## src/rtl/sid_pkg.sv

```systemverilog
// Shared register-map constants and the per-voice register struct for the SID register bank.
package sid_pkg;

  localparam int NUM_VOICES   = 3;
  localparam int VOICE_STRIDE = 7;

  localparam logic [2:0] OFF_FREQ_LO = 3'd0;
  localparam logic [2:0] OFF_FREQ_HI = 3'd1;
  localparam logic [2:0] OFF_PW_LO   = 3'd2;
  localparam logic [2:0] OFF_PW_HI   = 3'd3;
  localparam logic [2:0] OFF_CTRL    = 3'd4;
  localparam logic [2:0] OFF_AD      = 3'd5;
  localparam logic [2:0] OFF_SR      = 3'd6;

  localparam logic [6:0] ADDR_FC_LO    = 7'h15;
  localparam logic [6:0] ADDR_FC_HI    = 7'h16;
  localparam logic [6:0] ADDR_RES_FILT = 7'h17;
  localparam logic [6:0] ADDR_MODE_VOL = 7'h18;
  localparam logic [6:0] ADDR_OSC3     = 7'h1B;
  localparam logic [6:0] ADDR_ENV3     = 7'h1C;

  typedef struct packed {
    logic [15:0] freq;
    logic [11:0] pw;
    logic [7:0]  ctrl;
    logic [7:0]  ad;
    logic [7:0]  sr;
  } voice_regs_t;

endpackage

```

## src/rtl/sid_voice_regs.sv

```systemverilog
// One voice: pending LO bytes, shadow registers, tick-updated live copy and gate edge pulses.
module sid_voice_regs
  import sid_pkg::*;
(
  input  logic        clk_i,
  input  logic        rst_i,
  input  logic        i_we,
  input  logic [2:0]  i_off,
  input  logic [7:0]  i_wdata,
  input  logic        i_tick,
  output logic [7:0]  o_rdata,
  output voice_regs_t o_live,
  output logic        o_gate_rise,
  output logic        o_gate_fall
);

  logic [7:0]  r_freq_lo_pend;
  logic [7:0]  r_pw_lo_pend;
  voice_regs_t r_shadow;
  voice_regs_t r_live;
  logic        r_gate_rise;
  logic        r_gate_fall;

  always_ff @(posedge clk_i) begin
    if (rst_i) begin
      r_freq_lo_pend <= '0;
      r_pw_lo_pend   <= '0;
      r_shadow       <= '0;
      r_live         <= '0;
      r_gate_rise    <= 1'b0;
      r_gate_fall    <= 1'b0;
    end else begin
      // Live copy samples the shadow before this cycle's write lands.
      r_gate_rise <= 1'b0;
      r_gate_fall <= 1'b0;
      if (i_tick) begin
        r_live      <= r_shadow;
        r_gate_rise <= r_shadow.ctrl[0] & ~r_live.ctrl[0];
        r_gate_fall <= ~r_shadow.ctrl[0] & r_live.ctrl[0];
      end
      if (i_we) begin
        case (i_off)
          OFF_FREQ_LO: r_freq_lo_pend  <= i_wdata;
          OFF_FREQ_HI: r_shadow.freq   <= {i_wdata, r_freq_lo_pend};
          OFF_PW_LO:   r_pw_lo_pend    <= i_wdata;
          OFF_PW_HI:   r_shadow.pw     <= {i_wdata[3:0], r_pw_lo_pend};
          OFF_CTRL:    r_shadow.ctrl   <= i_wdata;
          OFF_AD:      r_shadow.ad     <= i_wdata;
          OFF_SR:      r_shadow.sr     <= i_wdata;
          default:     ;
        endcase
      end
    end
  end

  always_comb begin
    o_rdata = 8'h00;
    case (i_off)
      OFF_FREQ_LO: o_rdata = r_freq_lo_pend;
      OFF_FREQ_HI: o_rdata = r_shadow.freq[15:8];
      OFF_PW_LO:   o_rdata = r_pw_lo_pend;
      OFF_PW_HI:   o_rdata = {4'b0000, r_shadow.pw[11:8]};
      OFF_CTRL:    o_rdata = r_shadow.ctrl;
      OFF_AD:      o_rdata = r_shadow.ad;
      OFF_SR:      o_rdata = r_shadow.sr;
      default:     o_rdata = 8'h00;
    endcase
  end

  assign o_live      = r_live;
  assign o_gate_rise = r_gate_rise;
  assign o_gate_fall = r_gate_fall;

endmodule

```

## src/rtl/sid_regs.sv

```systemverilog
// SID register bank top: address decode, filter registers, read mux and three voice instances.
module sid_regs
  import sid_pkg::*;
(
  input  logic             clk_i,
  input  logic             rst_i,
  input  logic [6:0]       reg_addr_i,
  input  logic [7:0]       reg_wdata_i,
  input  logic             reg_we_i,
  output logic [7:0]       reg_rdata_o,
  input  logic             sample_tick_i,
  input  logic [7:0]       osc3_i,
  input  logic [7:0]       env3_i,
  output logic [2:0][15:0] freq_o,
  output logic [2:0][11:0] pw_o,
  output logic [2:0][7:0]  ctrl_o,
  output logic [2:0][7:0]  ad_o,
  output logic [2:0][7:0]  sr_o,
  output logic [2:0]       gate_rise_o,
  output logic [2:0]       gate_fall_o,
  output logic [10:0]      fc_o,
  output logic [7:0]       res_filt_o,
  output logic [7:0]       mode_vol_o
);

  logic        w_vhit;
  logic [1:0]  w_vsel;
  logic [2:0]  w_voff;
  logic [7:0]  w_rdata;
  logic [7:0]  w_vrdata [NUM_VOICES];
  voice_regs_t w_live   [NUM_VOICES];

  logic [2:0]  r_fc_lo_pend;
  logic [10:0] r_fc_shadow;
  logic [7:0]  r_res_shadow;
  logic [7:0]  r_mv_shadow;
  logic [10:0] r_fc_live;
  logic [7:0]  r_res_live;
  logic [7:0]  r_mv_live;
  logic [7:0]  r_rdata;

  always_comb begin
    w_vhit = 1'b1;
    w_vsel = 2'd0;
    w_voff = reg_addr_i[2:0];
    if (reg_addr_i < 7'(VOICE_STRIDE)) begin
      w_vsel = 2'd0;
    end else if (reg_addr_i < 7'(2 * VOICE_STRIDE)) begin
      w_vsel = 2'd1;
      w_voff = 3'(reg_addr_i - 7'(VOICE_STRIDE));
    end else if (reg_addr_i < 7'(3 * VOICE_STRIDE)) begin
      w_vsel = 2'd2;
      w_voff = 3'(reg_addr_i - 7'(2 * VOICE_STRIDE));
    end else begin
      w_vhit = 1'b0;
    end
  end

  for (genvar gi = 0; gi < NUM_VOICES; gi++) begin : g_voice
    sid_voice_regs u_voice (
      .clk_i       (clk_i),
      .rst_i       (rst_i),
      .i_we        (reg_we_i && w_vhit && (w_vsel == 2'(gi))),
      .i_off       (w_voff),
      .i_wdata     (reg_wdata_i),
      .i_tick      (sample_tick_i),
      .o_rdata     (w_vrdata[gi]),
      .o_live      (w_live[gi]),
      .o_gate_rise (gate_rise_o[gi]),
      .o_gate_fall (gate_fall_o[gi])
    );
    assign freq_o[gi] = w_live[gi].freq;
    assign pw_o[gi]   = w_live[gi].pw;
    assign ctrl_o[gi] = w_live[gi].ctrl;
    assign ad_o[gi]   = w_live[gi].ad;
    assign sr_o[gi]   = w_live[gi].sr;
  end

  always_ff @(posedge clk_i) begin
    if (rst_i) begin
      r_fc_lo_pend <= '0;
      r_fc_shadow  <= '0;
      r_res_shadow <= '0;
      r_mv_shadow  <= '0;
      r_fc_live    <= '0;
      r_res_live   <= '0;
      r_mv_live    <= '0;
    end else begin
      if (sample_tick_i) begin
        r_fc_live  <= r_fc_shadow;
        r_res_live <= r_res_shadow;
        r_mv_live  <= r_mv_shadow;
      end
      if (reg_we_i) begin
        case (reg_addr_i)
          ADDR_FC_LO:    r_fc_lo_pend <= reg_wdata_i[2:0];
          ADDR_FC_HI:    r_fc_shadow  <= {reg_wdata_i, r_fc_lo_pend};
          ADDR_RES_FILT: r_res_shadow <= reg_wdata_i;
          ADDR_MODE_VOL: r_mv_shadow  <= reg_wdata_i;
          default:       ;
        endcase
      end
    end
  end

  always_comb begin
    w_rdata = 8'h00;
    if (w_vhit) begin
      w_rdata = w_vrdata[w_vsel];
    end else begin
      case (reg_addr_i)
        ADDR_FC_LO:    w_rdata = {5'b00000, r_fc_lo_pend};
        ADDR_FC_HI:    w_rdata = r_fc_shadow[10:3];
        ADDR_RES_FILT: w_rdata = r_res_shadow;
        ADDR_MODE_VOL: w_rdata = r_mv_shadow;
        ADDR_OSC3:     w_rdata = osc3_i;
        ADDR_ENV3:     w_rdata = env3_i;
        default:       w_rdata = 8'h00;
      endcase
    end
  end

  always_ff @(posedge clk_i) begin
    if (rst_i) begin
      r_rdata <= 8'h00;
    end else begin
      r_rdata <= w_rdata;
    end
  end

  assign reg_rdata_o = r_rdata;
  assign fc_o        = r_fc_live;
  assign res_filt_o  = r_res_live;
  assign mode_vol_o  = r_mv_live;

endmodule

```

## config.mk

```make
export PLATFORM = sky130hd
export DESIGN_NAME = sid_regs
export DESIGN_NICKNAME = d
export VERILOG_FILES = /design/src/rtl/sid_pkg.sv /design/src/rtl/sid_voice_regs.sv /design/src/rtl/sid_regs.sv
export SDC_FILE = /design/constraint.sdc
export NUM_CORES = 1
export LEC_CHECK = 0
export ABC_AREA = 1
export CORE_ASPECT_RATIO = 2
export CORE_MARGIN = 8
export CORE_UTILIZATION = 27
export DETAILED_ROUTE_END_ITERATION = 8
export PLACE_DENSITY_LB_ADDON = 0.1
export SYNTH_ARGS = -nofsm -noshare
export SYNTH_HDL_FRONTEND = slang
export SYNTH_SLANG_ARGS = --single-unit
```

## constraint.sdc

```tcl
create_clock -name clk_i -period 4 [get_ports clk_i]
set_input_delay 0.4 -clock clk_i [delete_from_list [all_inputs] [get_ports clk_i]]
set_output_delay 0.4 -clock clk_i [all_outputs]
set_load 0.005 [all_outputs]
```

==> qor.csv <==
stage;metric;value;unit
power_and_ir_drop;Leakage;8.369;nW
sta;Fin Hold WS;0.1220;ns
sta;relative slew slack;37.79;%
floorplanning;core area;0.06262;mm^2
clock_network;H-Tree Level Count;2;
sta;setup repair after global routing missed its margin;false;
placement;PortBufs;231;
critical_path;Startpoint Class;input port;
placement;GPL Wtd Cong;0.8881;
sta;Final period util;80.84;%
placement;hpwl dp;51390;um
power_and_ir_drop;Worst VDD drop;0.2442;mV
clock_network;post-CTS setup buffers;0;
global_routing;vias in the first global route;15850;
floorplanning;num ports;232;
yosys;Avg Synthesized Cell Area;7.337;um^2
critical_path;element type at the critical path end;flop;
cells_and_area;Syn-to-layout area delta;25.42;%
clock_network;CTS Buf Count;43;
detailed_routing;1st-pass router iterations;5;
detailed_routing;Routed WL;70710;um
cells_and_area;Util after Layout;34.08;%
clock_network;root buf cell;clkbuf_16;
critical_path;Crit Reg-Reg Endpoint;reg_rdata_o[3];
floorplanning;Site Rows;130;
sta;Slew Limit Fails;0;
sta;Slew @ Worst Pin;0.9331;ns
detailed_routing;routed vias/inst;4.774;
global_routing;Tot GR Track Use;19.30;%
sta;aggregate negative setup slack;0;ns
yosys;Post-Syn Instances;2319;
critical_path;Reg-to-Reg Start;g_voice[1].u_voice.r_pw_lo_pend[3];
clock_network;Max Buffers Root-to-Sink;3;
cells_and_area;Inserted Diodes;0;
clock_network;Reg clk slew, reported paths;0.06;ns
floorplanning;die width;193.5;um
detailed_routing;Vias;15750;
yosys;FF+latch count, synth;431;
floorplanning;die height;371.0;um
cells_and_area;Finished Layout Cells;3300;
sta;fmax;309.2;MHz
floorplanning;Initial Util;27.17;%
yosys;post-synthesis sequential area ratio;50.71;%
critical_path;WP data arrival;3.73;ns
worst_hold_path;hold path depth;2;
yosys;Cell Area, Synth;0.01702;mm^2
critical_path;setup slack, reg-to-reg;2.58;ns
critical_path;critical path class;input port to flop;
yosys;unique cell type count in the Yosys netlist;29;
cells_and_area;Layout Nets;2514;
critical_path;CP required;4.49;ns
clock_network;Resize count post-CTS;0;
clock_network;CTS tree;built;
sta;final hold violations;0;
detailed_routing;drt drc;0;
worst_hold_path;min-delay worst type;input port to flop;
sta;clock skew;0.02026;ns
yosys;warning count from the yosys run;0;
clock_network;clk sinks;431;
run_status;outcome;finished, final reports clean;
placement;Cells after DPL;3220;
global_routing;initial antenna violation count;0;
detailed_routing;Routed wire per std cell;21.43;um
critical_path;R2R depth;8;
cells_and_area;layout cells sized above 1;6.619;%
cells_and_area;fin area;0.02134;mm^2
worst_hold_path;Hold EP;g_voice[1].u_voice.o_live[12];
worst_hold_path;min-delay src;sample_tick_i;
clock_network;hold_buf cts;0;
power_and_ir_drop;Pwr per Cell Area;444.4;mW/mm^2
floorplanning;die area;0.07180;mm^2
sta;fin crit period;3.234;ns
global_routing;largest net degree at the start of global routing;159;
detailed_routing;DRT antenna net count;0;
detailed_routing;Iter 0 DRT Violations;1059;
sta;final setup vio count;0;
global_routing;wire length of the first global-routing pass;106300;um
yosys;Mapped Nets;2360;
clock_network;Clock Latency Late Sink;0.57;ns
flow_run;max cap viols;0;
placement;DP Area;0.01991;mm^2
critical_path;CP Max Fanout;15;
global_routing;Remaining Overflow, GRT;0;
## state kept, by name, summed over array words and instances (netlist names)
| signal | flops |
|---|---|
| fc_o | 11 |
| g_voice.u_voice.o_gate_fall | 3 |
| g_voice.u_voice.o_gate_rise | 3 |
| g_voice.u_voice.o_live | 156 |
| g_voice.u_voice.r_freq_lo_pend | 24 |
| g_voice.u_voice.r_pw_lo_pend | 24 |
| g_voice.u_voice.r_shadow | 156 |
| mode_vol_o | 8 |
| r_fc_lo_pend | 3 |
| r_fc_shadow | 11 |
| r_mv_shadow | 8 |
| r_res_shadow | 8 |
| reg_rdata_o | 8 |
| res_filt_o | 8 |
## cells in the mapped netlist
library cell  count  area share (%)
nor2_1          541              12
dfxtp_1         431              51
o21ai_0         378              11
nand2_1         297             6.6
a21oi_1         200             5.9
inv_1           121             2.7
clkbuf_1        111             2.4
nand3_1          52             1.5
nand4_1          50             1.8
buf_2            29            0.85
inv_2            16            0.35
o22ai_1          16            0.59
buf_4            14            0.62
nor2_2           12            0.44
nor2_4           10            0.66
nand2_2           7            0.26
buf_1             6            0.13
ha_1              6            0.44
a211oi_1          4            0.18
nor3_1            4            0.12
a31oi_1           3            0.11
nand3_2           3            0.18
o21ai_1           2           0.059
a21oi_2           1           0.051
a31oi_2           1           0.074
nand2_4           1           0.066
nand3b_1          1           0.044
o21a_1            1           0.044
xnor2_1           1           0.051
## through the flow
stage | total power, mW | setup slack (ns)
3_3_place_gp | 5.396 | 0.2789
3_5_place_dp | 5.396 | 0.2144
2_1_floorplan | 4.959 | 1.755
4_1_cts | 9.645 | 0.8149
6_report | 9.485 | 0.7663
5_1_grt | 9.875 | 0.4608
## placed cells by master (no fill, tap or decap), types with 6 or more instances in the layout
cell type,count
buf_2,8
clkinv_2,7
inv_1,121
clkbuf_1,12
o22ai_1,16
nand4_1,50
dfxtp_1,431
nand3_1,52
nor2_4,10
inv_2,14
a21oi_1,200
ha_1,6
clkbuf_8,10
nor2_1,541
nand2_2,7
o21ai_0,378
nor2_2,12
clkdlybuf4s50_1,222
nand2_1,297
clkbuf_16,43
buf_4,36
## worst max path at each step
stage,start,end,slack [ns]
final,reg_addr_i[1],reg_rdata_o[3],0.77
after global routing,reg_addr_i[1],reg_rdata_o[3],0.46
after CTS,reg_addr_i[1],reg_rdata_o[3],0.81
after detailed placement,reg_addr_i[1],reg_rdata_o[3],0.21
after global placement,reg_addr_i[1],reg_rdata_o[3],0.28
after floorplan,reg_addr_i[1],g_voice[0].u_voice.r_shadow[20],1.76
## report_power, final
part / total (mW) / switching, mW / internal (mW) / leakage (nW)
combinational: 0.824 / 0.512 / 0.312 / 4.16
clock: 4.20 / 1.81 / 2.38 / 0.702
sequential: 4.46 / 0.0648 / 4.40 / 3.51
total: 9.48 / 2.39 / 7.10 / 8.37
## cell families (layout without fill, tap and decap cells)
group	after synthesis	count (layout)	share of synthesized area, %
flip-flops	431	431	50.71
adder cells (fa/ha/maj)	6	6	0.4412
XOR/XNOR	1	1	0.05148
buffers and inverters	297	486	7.074
AO/OA/AOI/OAI	606	606	18.10
AND/OR/NAND/NOR	978	978	23.62
## area by class of cell
type / count / area, um^2
Timing Repair Buffer: 269 / 2584
Tap cell: 792 / 991.0
Inverter: 137 / 523.0
Sequential cell: 431 / 8628
Multi-Input combinational cell: 1591 / 7183
Clock buffer: 65 / 1259
Clock inverter: 15 / 172.7
Fill cell: 6729 / 41280
## layer usage
metal	part of all wire, %	track usage [%]
met1	40	21.59
met2	52	36.32
met3	3.9	2.697
met4	3.6	7.560
met5	0	0
## critical path, stage by stage
cell             delay (ns)
clkdlybuf4s50_1        0.60
inv_1                  0.14
ha_1                   0.22
nand2_1                0.05
nand3_1                0.13
nand2_2                0.28
nand3_1                0.14
nand3_2                0.12
nand3_1                0.12
nor2_2                 0.40
buf_4                  0.30
nand2_1                0.09
nand2_1                0.07
nor2_1                 0.05
nand2_1                0.06
nand2_1                0.07
nor2_1                 0.27
nor2_1                 0.07
nor2_1                 0.11
(Power assumes the default switching activity.)
